[src/rtl/seg7_scan_ctrl.sv]
// Time-multiplexed scan controller for a multi-digit 7-segment display.
// Double-buffered digit register commits only at a frame boundary.
module seg7_scan_ctrl #(
    parameter int NUM_DIGITS  = 4,
    parameter int REFRESH_DIV = 50000
) (
    input  logic                    clk,
    input  logic                    rst_n,
    input  logic                    enable,
    input  logic                    lz_en,
    input  logic                    load,
    input  logic [4*NUM_DIGITS-1:0] digits_in,
    output logic                    ready,
    output logic [3:0]              bcd_code,
    output logic [NUM_DIGITS-1:0]   digit_en,
    output logic                    frame_tick
);

    localparam int DW = (REFRESH_DIV > 1) ? $clog2(REFRESH_DIV) : 1;
    localparam int IW = (NUM_DIGITS > 1) ? $clog2(NUM_DIGITS) : 1;

    logic                    r_run;
    logic                    r_lz;
    logic                    r_tick;
    logic                    r_pending;
    logic [DW-1:0]           r_div;
    logic [IW-1:0]           r_idx;
    logic [4*NUM_DIGITS-1:0] r_active;
    logic [4*NUM_DIGITS-1:0] r_shadow;

    logic                    w_last_div;
    logic                    w_last_idx;
    logic                    w_bnd;
    logic [3:0]              w_nib;
    logic                    w_blank;
    logic [NUM_DIGITS:0]     w_hz;

    assign w_last_div = (r_div == DW'(REFRESH_DIV - 1));
    assign w_last_idx = (r_idx == IW'(NUM_DIGITS - 1));
    assign w_bnd      = r_run & w_last_div & w_last_idx;

    // w_hz[i]: active nibbles i..NUM_DIGITS-1 are all zero
    assign w_hz[NUM_DIGITS] = 1'b1;
    for (genvar g = 0; g < NUM_DIGITS; g++) begin : g_hz
        assign w_hz[g] = w_hz[g+1] & (r_active[4*g +: 4] == 4'h0);
    end

    assign w_nib   = r_active[4*r_idx +: 4];
    assign w_blank = r_lz & (r_idx != '0) & w_hz[r_idx];

    always_ff @(posedge clk or negedge rst_n) begin
        if (!rst_n) begin
            r_run     <= 1'b0;
            r_lz      <= 1'b0;
            r_tick    <= 1'b0;
            r_pending <= 1'b0;
            r_div     <= '0;
            r_idx     <= '0;
            r_active  <= '0;
            r_shadow  <= '0;
        end else begin
            r_run  <= enable;
            r_lz   <= lz_en;
            r_tick <= w_bnd;
            if (!r_run) begin
                r_div <= '0;
                r_idx <= '0;
            end else if (w_last_div) begin
                r_div <= '0;
                r_idx <= w_last_idx ? '0 : r_idx + 1'b1;
            end else begin
                r_div <= r_div + 1'b1;
            end
            // Commit and accept are exclusive: accept needs pending=0
            if (r_pending && (!r_run || w_bnd)) begin
                r_active  <= r_shadow;
                r_pending <= 1'b0;
            end else if (load && !r_pending) begin
                r_shadow  <= digits_in;
                r_pending <= 1'b1;
            end
        end
    end

    assign ready      = ~r_pending;
    assign frame_tick = r_tick;
    assign digit_en   = r_run ? (NUM_DIGITS'(1) << r_idx) : '0;
    assign bcd_code   = (!r_run || w_blank) ? 4'hF : w_nib;

endmodule

[config.mk]
export PLATFORM = sky130hd
export DESIGN_NAME = seg7_scan_ctrl
export DESIGN_NICKNAME = d
export VERILOG_FILES = /design/src/rtl/seg7_scan_ctrl.sv
export SDC_FILE = /design/constraint.sdc
export NUM_CORES = 1
export LEC_CHECK = 0
export ABC_AREA = 1
export ABC_CLOCK_PERIOD_IN_PS = 1800
export CORE_UTILIZATION = 45
export DETAILED_ROUTE_END_ITERATION = 12
export PLACE_DENSITY = 0.75
export SLEW_MARGIN = 20
export SYNTH_ARGS = -nofsm -noshare
export SYNTH_HDL_FRONTEND = slang
export SYNTH_SLANG_ARGS = --single-unit
[constraint.sdc]
create_clock -name clk -period 1.8 [get_ports clk]
set_input_delay 0.36 -clock clk [delete_from_list [all_inputs] [get_ports clk]]
set_output_delay 0.36 -clock clk [all_outputs]
set_load 0.05 [all_outputs]
==> metrics.log, run 1 <==
INFO  metric grt_antenna_before_repair = 0
INFO  metric areaGrowthSynthToFinish = 23.7%
INFO  metric detail_route.iter0.violations = 74
INFO  metric dp_cells = 392
INFO  metric vdd.ir_drop.worst = 0.541 mV
INFO  metric h-tree-depth = 2
INFO  metric most_frequent_cells_in_the_layout = nand2_1, dfrtp_1, nor2_1
INFO  metric power_frac_seq = 47.9%
INFO  metric remaining_drc_errors = 0
INFO  metric top_level_ports = 31
INFO  metric final_ant_viol_nets = 0
INFO  metric place_ws = 0.177 ns
INFO  metric yosysUniqueCellTypes = 33
INFO  metric final_max_slew_viol_count = 0
INFO  metric timing_worst_setup_path_type = reg -> out
INFO  metric worst_path_max_stage_delay = 0.37 ns
INFO  metric post-route-period-util = 107%
INFO  metric end_kind = primary output
INFO  metric worstPathCellList = clkinv_2 -> ha_4 -> inv_2 -> nand4_1 -> nor2_1 -> nand2_2 -> nand3b_1 -> buf_12
INFO  metric synth.yosys.warnings = 0
INFO  metric relSlewSlack = 75.8%
INFO  metric post_synth.cell_area_avg = 9.00 sq um
INFO  metric io_buffers = 30
INFO  metric hold_path.class = in -> async
INFO  metric critical_path_buf_inv_count = 3
INFO  metric finalWeightedCongestion = 0.851
INFO  metric grt.total_usage = 18.2%
INFO  metric ys_ff_latch = 54
INFO  metric switching_power = 1.02 mW
INFO  metric synthTopCellsByArea = dfrtp_1, nand2_1, mux2_2
INFO  metric max_freq = 0.518 GHz
INFO  metric first_global_vias = 2,002
INFO  metric unrepaired_setup_endpoints_after_global_routing = yes
INFO  metric final_common_cell = nand2_1
INFO  metric die_w = 78.3 um
INFO  metric layout-drive-gt1-share = 19.8%
INFO  metric worst-slew-pin-transition = 0.361 ns
INFO  metric clk_lat_worst_skew = 0.31 ns
INFO  metric cts_hold_buffers = 0
INFO  metric fin_worst_hold_slack = 0.0281 ns
INFO  metric syn-num-nets = 317
INFO  metric yosys.area.top_type_share = 51.6%
INFO  metric placement_rows = 27
INFO  metric cts.reportedPaths.clkPinSlew = 0.09 ns
INFO  metric run_status = complete, but fails checks
INFO  metric core_area = 0.00557 sq mm
INFO  metric clock_sink_count = 54
INFO  metric finalInstanceArea = 0.00324 sq mm
INFO  metric cellPowerDensity = 1010 mW/mm^2
INFO  metric setup-violations-final = 4
INFO  metric first_pass_grt_wire_length = 8550 um
INFO  metric initial_core_util = 47.0%
INFO  metric route.detailed.vias_per_inst = 5.10
INFO  metric cts_buffer_depth = 2
INFO  metric place.detailed.hpwl = 3670 um
INFO  metric cellInternalPower = 2.26 mW
INFO  metric power.combinational.fraction = 26.9%
INFO  metric crit_arrival = 1.57 ns
INFO  metric drv.max_cap_violation_count = 0
INFO  metric die_h = 78.3 um
INFO  metric critPathSlowestCell = dfrtp_1
INFO  metric critPathTopFamily = simple AND/OR/NAND/NOR gates
INFO  metric p_leak = 1.53 nW
INFO  metric num_antenna_cells = 0
INFO  metric timing_hold_violations_final = 0
INFO  metric synth.largest_area_cell = dfrtp_1
INFO  metric postLayoutSetupSlackWorst = -0.132 ns
INFO  metric final_nets = 353
INFO  metric fp.dieArea = 0.00613 sq mm
INFO  metric cts_root_buffer = clkbuf_8
INFO  metric worst_ep_required_time = 1.44 ns
INFO  metric cts_buffers = 5
INFO  metric pwr-share-clk = 25.2%
INFO  metric worst_clock_skew = 0.0122 ns
INFO  metric ys_seq_area_share = 51.6%
INFO  metric worstPathMaxFanout = 4
INFO  metric route.detailed.wl_per_inst = 12.2 um
INFO  metric setup_tns = -0.451 ns
INFO  metric mapped_cells = 291
INFO  metric layout.cells.non_filler = 400
INFO  metric route.vias.total = 2,039
INFO  metric place_area = 0.00309 sq mm
INFO  metric failed_checks = setup timing
INFO  metric syn_area = 0.00262 sq mm
INFO  metric grt_max_degree = 55
INFO  metric critical_path.startpoint_type = register
INFO  metric cts.repair_timing.setup_buffer_count = 0
INFO  metric cts_tree = built
INFO  metric first_pass_iters = 4
INFO  metric drt_wl_total = 4860 um
INFO  metric sw_frac_of_total = 31.2%
INFO  metric global_route.overflow_total = 0
INFO  metric layout_min_cycle_time = 1.93 ns
[per-layer routing]
layer	track usage, %	vias up	wire length (um)
met5	0	-	0
met4	8.33	0	97
met3	3.60	11	126
met2	33.0	39	2530
met1	20.4	976	2110
li1	-	1013	-
[flip-flops by register name, indices dropped and copies added (netlist names)]
name	cells
frame_tick	1
r_active	16
r_div	16
r_idx	2
r_lz	1
r_pending	1
r_run	1
r_shadow	16
[cell usage after synthesis, drive strengths merged]
| library cell | instances |
|---|---|
| a21oi | 4 |
| a22oi | 1 |
| a31oi | 2 |
| and3 | 2 |
| buf | 6 |
| clkbuf | 3 |
| clkinv | 1 |
| dfrtp | 54 |
| ha | 5 |
| inv | 25 |
| mux2 | 16 |
| nand2 | 69 |
| nand3 | 23 |
| nand3b | 5 |
| nand4 | 2 |
| nor2 | 43 |
| nor3 | 4 |
| nor3b | 1 |
| o21ai | 16 |
| o21bai | 3 |
| o22ai | 1 |
| xor2 | 5 |
[logic make-up (layout without fill, tap and decap cells)]
kind of cell | count (synthesis) | count (layout) | synth area share [%]
buffers and inverters | 35 | 72 | 5.87
DFF | 54 | 54 | 51.6
muxes | 16 | 16 | 6.88
xor gates and xnor gates | 5 | 5 | 1.67
AOI/OAI and AO/OA | 27 | 27 | 5.68
and+or+nand+nor | 149 | 149 | 25.9
adders and majority gates | 5 | 5 | 2.39
[final timing paths]
check	end	cells after the start	from	slack (ns)
max	bcd_code[1]	8	r_idx[0]	-0.13
min	r_div[13]	2	rst_n	0.03
max reg2reg	r_active[10]	9	r_idx[0]	0.21
min reg2reg	r_div[0]	1	r_div[0]	0.46
max in group asynchronous	r_run	2	rst_n	1.53
min in group clk	r_div[0]	1	r_div[0]	0.46
[power by group through the flow]
stage | Combinational [mW] | Clock, mW | Sequential (mW)
detailed placement | 0.853 | 0 | 1.60
floorplan | 0.557 | 0 | 1.55
CTS | 0.862 | 0.849 | 1.57
finish | 0.883 | 0.827 | 1.57
global placement | 0.829 | 0 | 1.59
global route | 0.979 | 0.890 | 1.61
[metrics by stage]
stage	power, mW	utilization (%)
global placement	2.42	55.4
finish	3.28	58.1
global route	3.48	58.1
floorplan	2.11	-
CTS	3.28	57.5
detailed placement	2.45	55.4
[worst reg2reg max path, cell delays in order, from the launching register on]
cell and delay, ns:
dfrtp_1 0.37, buf_4 0.20, ha_1 0.19, nand2_1 0.07, inv_2 0.11, nand3_4 0.11, nand2_8 0.14, nand2_4 0.14
nand2_1 0.10, nand2_1 0.06
[repair_timing]
action | CTS | global route
setup endpoints to repair | 4 | 8
resized for setup | 3 | 14
pin swaps | 3 | 5
[area by class of cell]
class / count / area (sq um)
inverters: 26 / 98.8
multi-input cells: 202 / 1140
clock inverters: 3 / 47.5
well taps: 72 / 90.1
repair buffers: 38 / 438
clock buffers: 5 / 68.8
flip-flops and latches: 54 / 1350
fillers: 498 / 2330
Note: power is estimated with default switching activity, not from simulation.
==> inputs of run 2 (changes only) <==
--- a/config.mk
+++ b/config.mk
@@ -9,7 +9,9 @@
 export ABC_CLOCK_PERIOD_IN_PS = 1800
 export CORE_UTILIZATION = 45
 export DETAILED_ROUTE_END_ITERATION = 12
+export HOLD_SLACK_MARGIN = 0.1
 export PLACE_DENSITY = 0.75
+export SETUP_SLACK_MARGIN = 0.05
 export SLEW_MARGIN = 20
 export SYNTH_ARGS = -nofsm -noshare
 export SYNTH_HDL_FRONTEND = slang
==> run 2 against run 1 <==
  * The run still ends with setup timing left
  * First-iteration DRC count is 2.7% lower
  * Die area stayed put
  * Fmax is 2.1% lower
  * Worst setup slack worse by 0.041 ns
  * Cell area is 1.8% higher
  * Register-to-register slack worse by 0.07 ns
==> metrics.log, run 2 (synthesis gave the netlist of run 1 again) <==
INFO  metric run_status = complete, but fails checks
INFO  metric failed_checks = setup timing
INFO  metric place_area = 0.00310 sq mm (+0.28%)
INFO  metric final_common_cell = nand2_1
INFO  metric hold_path.class = reg -> reg
INFO  metric worst-slew-pin-transition = 0.356 ns (-0.00520 ns)
INFO  metric critical_path.startpoint_type = register
INFO  metric power.combinational.fraction = 28.1% (+1.2 points)
INFO  metric grt_max_degree = 55 (unchanged)
INFO  metric cts_buffers = 5 (unchanged)
INFO  metric cts_buffer_depth = 2 (unchanged)
INFO  metric cellPowerDensity = 969 mW/mm^2 (-4.3%)
INFO  metric relSlewSlack = 76.2% (+0.35 points)
INFO  metric final_nets = 359 (+1.7%)
INFO  metric postLayoutSetupSlackWorst = -0.173 ns (-0.0414 ns)
INFO  metric first_pass_grt_wire_length = 8450 um (-1.2%)
INFO  metric route.detailed.vias_per_inst = 5.01 (-1.7%)
INFO  metric detail_route.iter0.violations = 72 (-2.7%)
INFO  metric core_area = 0.00557 sq mm (unchanged)
INFO  metric fp.dieArea = 0.00613 sq mm (unchanged)
INFO  metric vdd.ir_drop.worst = 0.584 mV (+8.0%)
INFO  metric power_frac_seq = 49.3% (+1.4 points)
INFO  metric die_h = 78.3 um (unchanged)
INFO  metric cellInternalPower = 2.18 mW (-3.7%)
INFO  metric max_freq = 0.507 GHz (-2.1%)
INFO  metric layout_min_cycle_time = 1.97 ns (+0.0414 ns)
INFO  metric placement_rows = 27 (unchanged)
INFO  metric post-route-period-util = 110% (+2.3 points)
INFO  metric worstPathMaxFanout = 9 (+5)
INFO  metric finalWeightedCongestion = 0.871 (+2.4%)
INFO  metric clock_sink_count = 54 (unchanged)
INFO  metric worst_ep_required_time = 1.44 ns (about the same)
INFO  metric timing_worst_setup_path_type = reg -> out
INFO  metric final.fill_count = 495 (-0.60%)
INFO  metric multiInputGateArea = 0.00116 sq mm (+1.2%)
INFO  metric worst_r2r_startpoint = r_idx[1]
INFO  metric areaGrowthSynthToFinish = 25.9%
INFO  metric cts.reportedPaths.clkPinSlew = 0.09 ns (about the same)
INFO  metric switching_power = 1.02 mW (-0.26%)
INFO  metric timing.hold.worst.start = r_div[0]
INFO  metric sw_frac_of_total = 31.9% (+0.76 points)
INFO  metric end_kind = primary output
INFO  metric timing_hold_violations_final = 0 (unchanged)
INFO  metric num_antenna_cells = 0 (unchanged)
INFO  metric clk_lat_worst_skew = 0.31 ns (about the same)
INFO  metric worst_clock_skew = 0.00906 ns (-0.00315 ns)
INFO  metric top_level_ports = 31 (unchanged)
INFO  metric route.detailed.wl_per_inst = 11.9 um (-1.7%)
INFO  metric route.vias.total = 2,034 (-0.25%)
INFO  metric drt_wl_total = 4850 um (-0.27%)
INFO  metric crit_arrival = 1.61 ns (+0.04 ns)
INFO  metric io_buffers = 30 (unchanged)
INFO  metric finalInstanceArea = 0.00330 sq mm (+1.8%)
INFO  metric first_global_vias = 2,034 (+1.6%)
INFO  metric setup.worst_path.start = r_idx[1]
INFO  metric drv.max_cap_violation_count = 0 (unchanged)
INFO  metric grt_antenna_before_repair = 0 (unchanged)
INFO  metric cts_tree = built
INFO  metric most_frequent_cells_in_the_layout = nand2_1, dfrtp_1, nor2_1
INFO  metric die_w = 78.3 um (unchanged)
INFO  metric remaining_drc_errors = 0 (unchanged)
INFO  metric final_max_slew_viol_count = 0 (unchanged)
INFO  metric largestRegisters = r_active x16, r_div x16, r_shadow x16
INFO  metric place_ws = 0.141 ns (-0.0358 ns)
INFO  metric place.detailed.hpwl = 3440 um (-6.4%)
INFO  metric final_ant_viol_nets = 0 (unchanged)
INFO  metric unrepaired_setup_endpoints_after_global_routing = yes
INFO  metric pwr-share-clk = 22.6% (-2.6 points)
INFO  metric register_area = 0.00135 sq mm (unchanged)
INFO  metric cts_root_buffer = clkbuf_8
INFO  metric initial_core_util = 47.0% (unchanged)
INFO  metric global_route.overflow_total = 0 (unchanged)
INFO  metric h-tree-depth = 2 (unchanged)
INFO  metric first_pass_iters = 5 (+1)
INFO  metric setup-violations-final = 5 (+1)
INFO  metric grt.total_usage = 17.5% (-0.64 points)
INFO  metric p_leak = 1.54 nW (+1.0%)
INFO  metric layout.core_utilization = 59.2% (+1.0 points)
INFO  metric layout-drive-gt1-share = 21.0% (+1.1 points)
## run 2: power by group through the flow
stage	Clock [mW]	Sequential [mW]	Combinational [mW]
6_report	0.723	1.58	0.898
5_1_grt	0.786	1.61	0.993
4_1_cts	0.747	1.58	0.870
3_5_place_dp	0	1.60	0.845
3_3_place_gp	0	1.59	0.835
2_1_floorplan	0	1.55	0.566
## run 2: cell type report
class                      count  area share [%]
clock inverter                 2           0.493
multi-input combinational    202            35.1
tap                           72            2.73
inverter                      26            3.19
clock buffer                   6            2.50
sequential                    54            41.0
timing repair buffer          44            14.9
## run 2: routing by layer
layer  global-route usage, %  vias up  share of wire, %
met5                       0        -                 0
li1                        -     1030                 -
met3                    4.30       13               3.1
met2                    31.5       40                51
met1                    19.7      951                43
met4                    7.22        0               2.4
## run 2: critical path, stage by stage (launching register included)
cell and delay (ns):
dfrtp_1 0.46, buf_6 0.17, a22oi_1 0.20, nor2_2 0.07
nand2_2 0.09, nand3b_1 0.14, buf_12 0.18
## run 2: repair_timing
item / CTS / global route
endpoints found under the setup margin: 6 / 8
gates resized for setup: 5 / 10
buffers inserted: 3 / 3
pin swaps: 6 / 6
hold buffers: 1 / 0
endpoints found under the hold margin: 54 / 0
## run 2: path summary, 6_finish.rpt
| path | cells past startpoint | slack (ns) | to |
|---|---|---|---|
| worst max register to register | 10 | 0.14 | r_active[7] |
| worst min register to register | 1 | 0.47 | r_div[0] |
| worst max-delay path | 6 | -0.17 | bcd_code[0] |
| worst min-delay path | 1 | 0.47 | r_div[0] |
| max in group asynchronous | 3 | 0.99 | r_run |
| min in group asynchronous | 3 | 0.57 | r_div[12] |
## run 2: per-stage QoR
stage | total power [mW] | hold slack [ns] | setup TNS (ns) | cells
2_1_floorplan | 2.12 | 0.0644 | 0 | 291
3_3_place_gp | 2.43 | 0.371 | 0 | 391
3_5_place_dp | 2.44 | 0.377 | 0 | 391
4_1_cts | 3.19 | 0.471 | -0.763 | 403
5_1_grt | 3.39 | 0.473 | -1.30 | 406
6_report | 3.20 | 0.469 | -0.709 | 406
==> inputs of run 3 (changes only) <==
--- a/config.mk
+++ b/config.mk
@@ -7,10 +7,12 @@
 export LEC_CHECK = 0
 export ABC_AREA = 1
 export ABC_CLOCK_PERIOD_IN_PS = 1800
-export CORE_UTILIZATION = 45
+export CORE_MARGIN = 2
+export CORE_UTILIZATION = 55
 export DETAILED_ROUTE_END_ITERATION = 12
 export HOLD_SLACK_MARGIN = 0.1
-export PLACE_DENSITY = 0.75
+export PLACE_DENSITY = 0.88
+export REMOVE_ABC_BUFFERS = 1
 export SETUP_SLACK_MARGIN = 0.05
 export SLEW_MARGIN = 20
 export SYNTH_ARGS = -nofsm -noshare
==> run 3 against run 2 <==
  * Total power is 0.78% higher
  * Fmax fell by 0.22%
  * Count of clock-buffer cells in the layout is the same
  * The run still ends with setup timing left
  * Routed wire length grew 12%
==> metrics.log, run 3 (synthesis gave the netlist of run 1 again) <==
INFO  metric run_status = complete, but fails checks
INFO  metric fp.dieArea = 0.00533 sq mm (-13%)
INFO  metric drv.max_cap_violation_count = 0 (unchanged)
INFO  metric grt.total_usage = 22.2% (+4.6 points)
INFO  metric cts_buffer_depth = 2 (unchanged)
INFO  metric end_kind = primary output
INFO  metric finalInstanceArea = 0.00325 sq mm (-1.5%)
INFO  metric critical_path.startpoint_type = register
INFO  metric largestRegisters = r_active x16, r_div x16, r_shadow x16
INFO  metric global_route.overflow_total = 0 (unchanged)
INFO  metric top_signal_layer_used = met4
INFO  metric failed_checks = setup timing
INFO  metric clock_sink_count = 54 (unchanged)
INFO  metric die_w = 73.0 um (-6.7%)
INFO  metric hold_path.class = reg -> reg
INFO  metric top_level_ports = 31 (unchanged)
INFO  metric grt_antenna_before_repair = 0 (unchanged)
INFO  metric pwr-share-clk = 22.4% (-0.2 points)
INFO  metric first_pass_grt_wire_length = 9190 um (+8.8%)
INFO  metric power_frac_seq = 49.4% (about the same)
INFO  metric num_antenna_cells = 0 (unchanged)
INFO  metric post-route-period-util = 110% (+0.24 points)
INFO  metric cts_tree = built
INFO  metric final_ant_viol_nets = 0 (unchanged)
INFO  metric route.detailed.wl_per_inst = 14.0 um (+18%)
INFO  metric cell_depth_of_the_worst_flop_to_flop_path = 9 (-1)
INFO  metric fin_total_pwr = 3.22 mW (+0.78%)
INFO  metric final_nets = 357 (-0.56%)
INFO  metric max_freq = 0.506 GHz (-0.22%)
INFO  metric timing.rr.end = r_active[1]
INFO  metric worst_clock_skew = 0.00488 ns (-0.00418 ns)
INFO  metric place_area = 0.00307 sq mm (-0.89%)
INFO  metric first_pass_iters = 4 (-1)
INFO  metric postLayoutSetupSlackWorst = -0.178 ns (-0.00430 ns)
INFO  metric sw_frac_of_total = 32.6% (+0.67 points)
INFO  metric remaining_drc_errors = 0 (unchanged)
INFO  metric initial_core_util = 56.2% (+9.2 points)
INFO  metric relSlewSlack = 71.8% (-4.4 points)
INFO  metric timing.hold.worst.start = r_div[0]
INFO  metric power.combinational.fraction = 28.2% (about the same)
INFO  metric io_buffers = 30 (unchanged)
INFO  metric finalWeightedCongestion = 0.835 (-4.2%)
INFO  metric most_frequent_cells_in_the_layout = nand2_1, dfrtp_1, nor2_1
INFO  metric cellPowerDensity = 991 mW/mm^2 (+2.3%)
INFO  metric areaGrowthSynthToFinish = 24.0%
INFO  metric cts_buffers = 5 (unchanged)
INFO  metric final_max_slew_viol_count = 0 (unchanged)
INFO  metric die_h = 73.0 um (-6.7%)
INFO  metric place.detailed.hpwl = 3720 um (+8.2%)
INFO  metric cellInternalPower = 2.17 mW (-0.20%)
INFO  metric vdd.ir_drop.worst = 0.665 mV (+14%)
INFO  metric unrepaired_setup_endpoints_after_global_routing = yes
INFO  metric detail_route.iter0.violations = 120 (+67%)
INFO  metric met3RoutedLength = 262 um (+77%)
INFO  metric multiInputGateArea = 0.00115 sq mm (-0.97%)
INFO  metric fin_worst_hold_slack = 0.470 ns (+0.00113 ns)
INFO  metric detail_route.wirelength.met1 = 2240 um (+6.5%)
INFO  metric layout-drive-gt1-share = 21.1% (+0.13 points)
INFO  metric timing_hold_violations_final = 0 (unchanged)
INFO  metric holdPathStages = 1 (unchanged)
INFO  metric register_area = 0.00135 sq mm (about the same)
INFO  metric drt_wl_total = 5420 um (+12%)
INFO  metric min_delay_worst_endpoint = r_div[0]
INFO  metric final.fill_count = 347 (-30%)
INFO  metric timing_worst_setup_path_type = reg -> out
INFO  metric worst_ep_required_time = 1.44 ns (about the same)
INFO  metric wl_met2 = 2830 um (+14%)
INFO  metric final_common_cell = nand2_1
INFO  metric first_global_vias = 2,080 (+2.3%)
INFO  metric route.detailed.vias_per_inst = 5.46 (+9.1%)
INFO  metric grt_max_degree = 55 (unchanged)
INFO  metric h-tree-depth = 2 (unchanged)
INFO  metric clk_lat_worst_skew = 0.31 ns (about the same)
INFO  metric crit_arrival = 1.62 ns (about the same)
INFO  metric p_leak = 1.53 nW (-0.74%)
INFO  metric worstPathMaxFanout = 7 (-2)
INFO  metric cts.reportedPaths.clkPinSlew = 0.10 ns (about the same)
INFO  metric layout_min_cycle_time = 1.98 ns (+0.00430 ns)
INFO  metric cts_root_buffer = clkbuf_8
INFO  metric setup-violations-final = 4 (-1)
INFO  metric placement_rows = 25 (-7.4%)
INFO  metric worst_r2r_startpoint = r_idx[0]
INFO  metric route.vias.total = 2,109 (+3.7%)
INFO  metric rrSetupSlack = 0.16 ns (+0.02 ns)
INFO  metric place_ws = 0.109 ns (-0.0322 ns)
INFO  metric worst-slew-pin-transition = 0.422 ns (+0.0658 ns)
INFO  metric layout.core_utilization = 69.7% (+11 points)
INFO  metric switching_power = 1.05 mW (+2.9%)
INFO  metric cts.repair_timing.setup_buffer_count = 0 (-3)
INFO  metric core_area = 0.00466 sq mm (-16%)
-- run 3: cell types whose count changed in the layout (fill, tap and decap cells not counted), sizes merged --
cell,before,now
buf,24,22
clkinv,1,0
inv,26,27
-- run 3: cell type report --
cell class	count	share of cell area [%]
flip-flops and latches	54	41.7
repair buffers	42	14.8
clock inverters	2	0.501
clock buffers	6	2.54
multi-input cells	202	35.3
well taps	54	2.08
inverters	26	3.08
-- run 3: what timing repair did --
item                                   CTS  global route
hold buffers                             1             0
gates cloned                             0             2
pin swaps                                3             1
gates resized for setup                 10            16
setup endpoints to repair                6            23
endpoints found under the hold margin   54             0
-- run 3: worst max-delay path by stage --
stage / from / endpoint / slack, ns / cells after the start
after floorplan: r_idx[0] / bcd_code[0] / -0.32 / 7
after global placement: r_idx[0] / bcd_code[2] / 0.17 / 8
after detailed placement: r_idx[0] / bcd_code[1] / 0.11 / 8
after CTS: r_idx[0] / bcd_code[1] / -0.17 / 6
after global routing: r_idx[0] / bcd_code[1] / -0.25 / 8
final: r_idx[0] / bcd_code[1] / -0.18 / 6
-- run 3: metal layers --
layer	vias up	GRT usage, %
li1	1015	-
met1	1017	27.2
met2	67	39.2
met3	10	3.87
met4	0	7.41
met5	-	0
-- run 3: worst max-delay path, cell delays in order (launching register included) --
cell and delay (ns):
dfrtp_2 0.45, buf_6 0.14, a22oi_1 0.19, nor2_1 0.08, nand2_2 0.10, nand3b_1 0.15, buf_12 0.19
-- run 3: power by group through the flow --
| stage | clock (mW) | sequential, mW | combinational (mW) |
|---|---|---|---|
| floorplan | 0 | 1.57 | 0.501 |
| global route | 0.785 | 1.62 | 0.995 |
| CTS | 0.733 | 1.58 | 0.876 |
| detailed placement | 0 | 1.60 | 0.855 |
| finish | 0.722 | 1.59 | 0.909 |
| global placement | 0 | 1.59 | 0.828 |
-- run 3: metrics by stage --
| stage | setup TNS (ns) | std cells |
|---|---|---|
| 6_report | -0.648 | 386 |
| 5_1_grt | -1.02 | 386 |
| 4_1_cts | -0.590 | 384 |
| 3_5_place_dp | 0 | 375 |
| 3_3_place_gp | 0 | 375 |
| 2_1_floorplan | -1.27 | 282 |
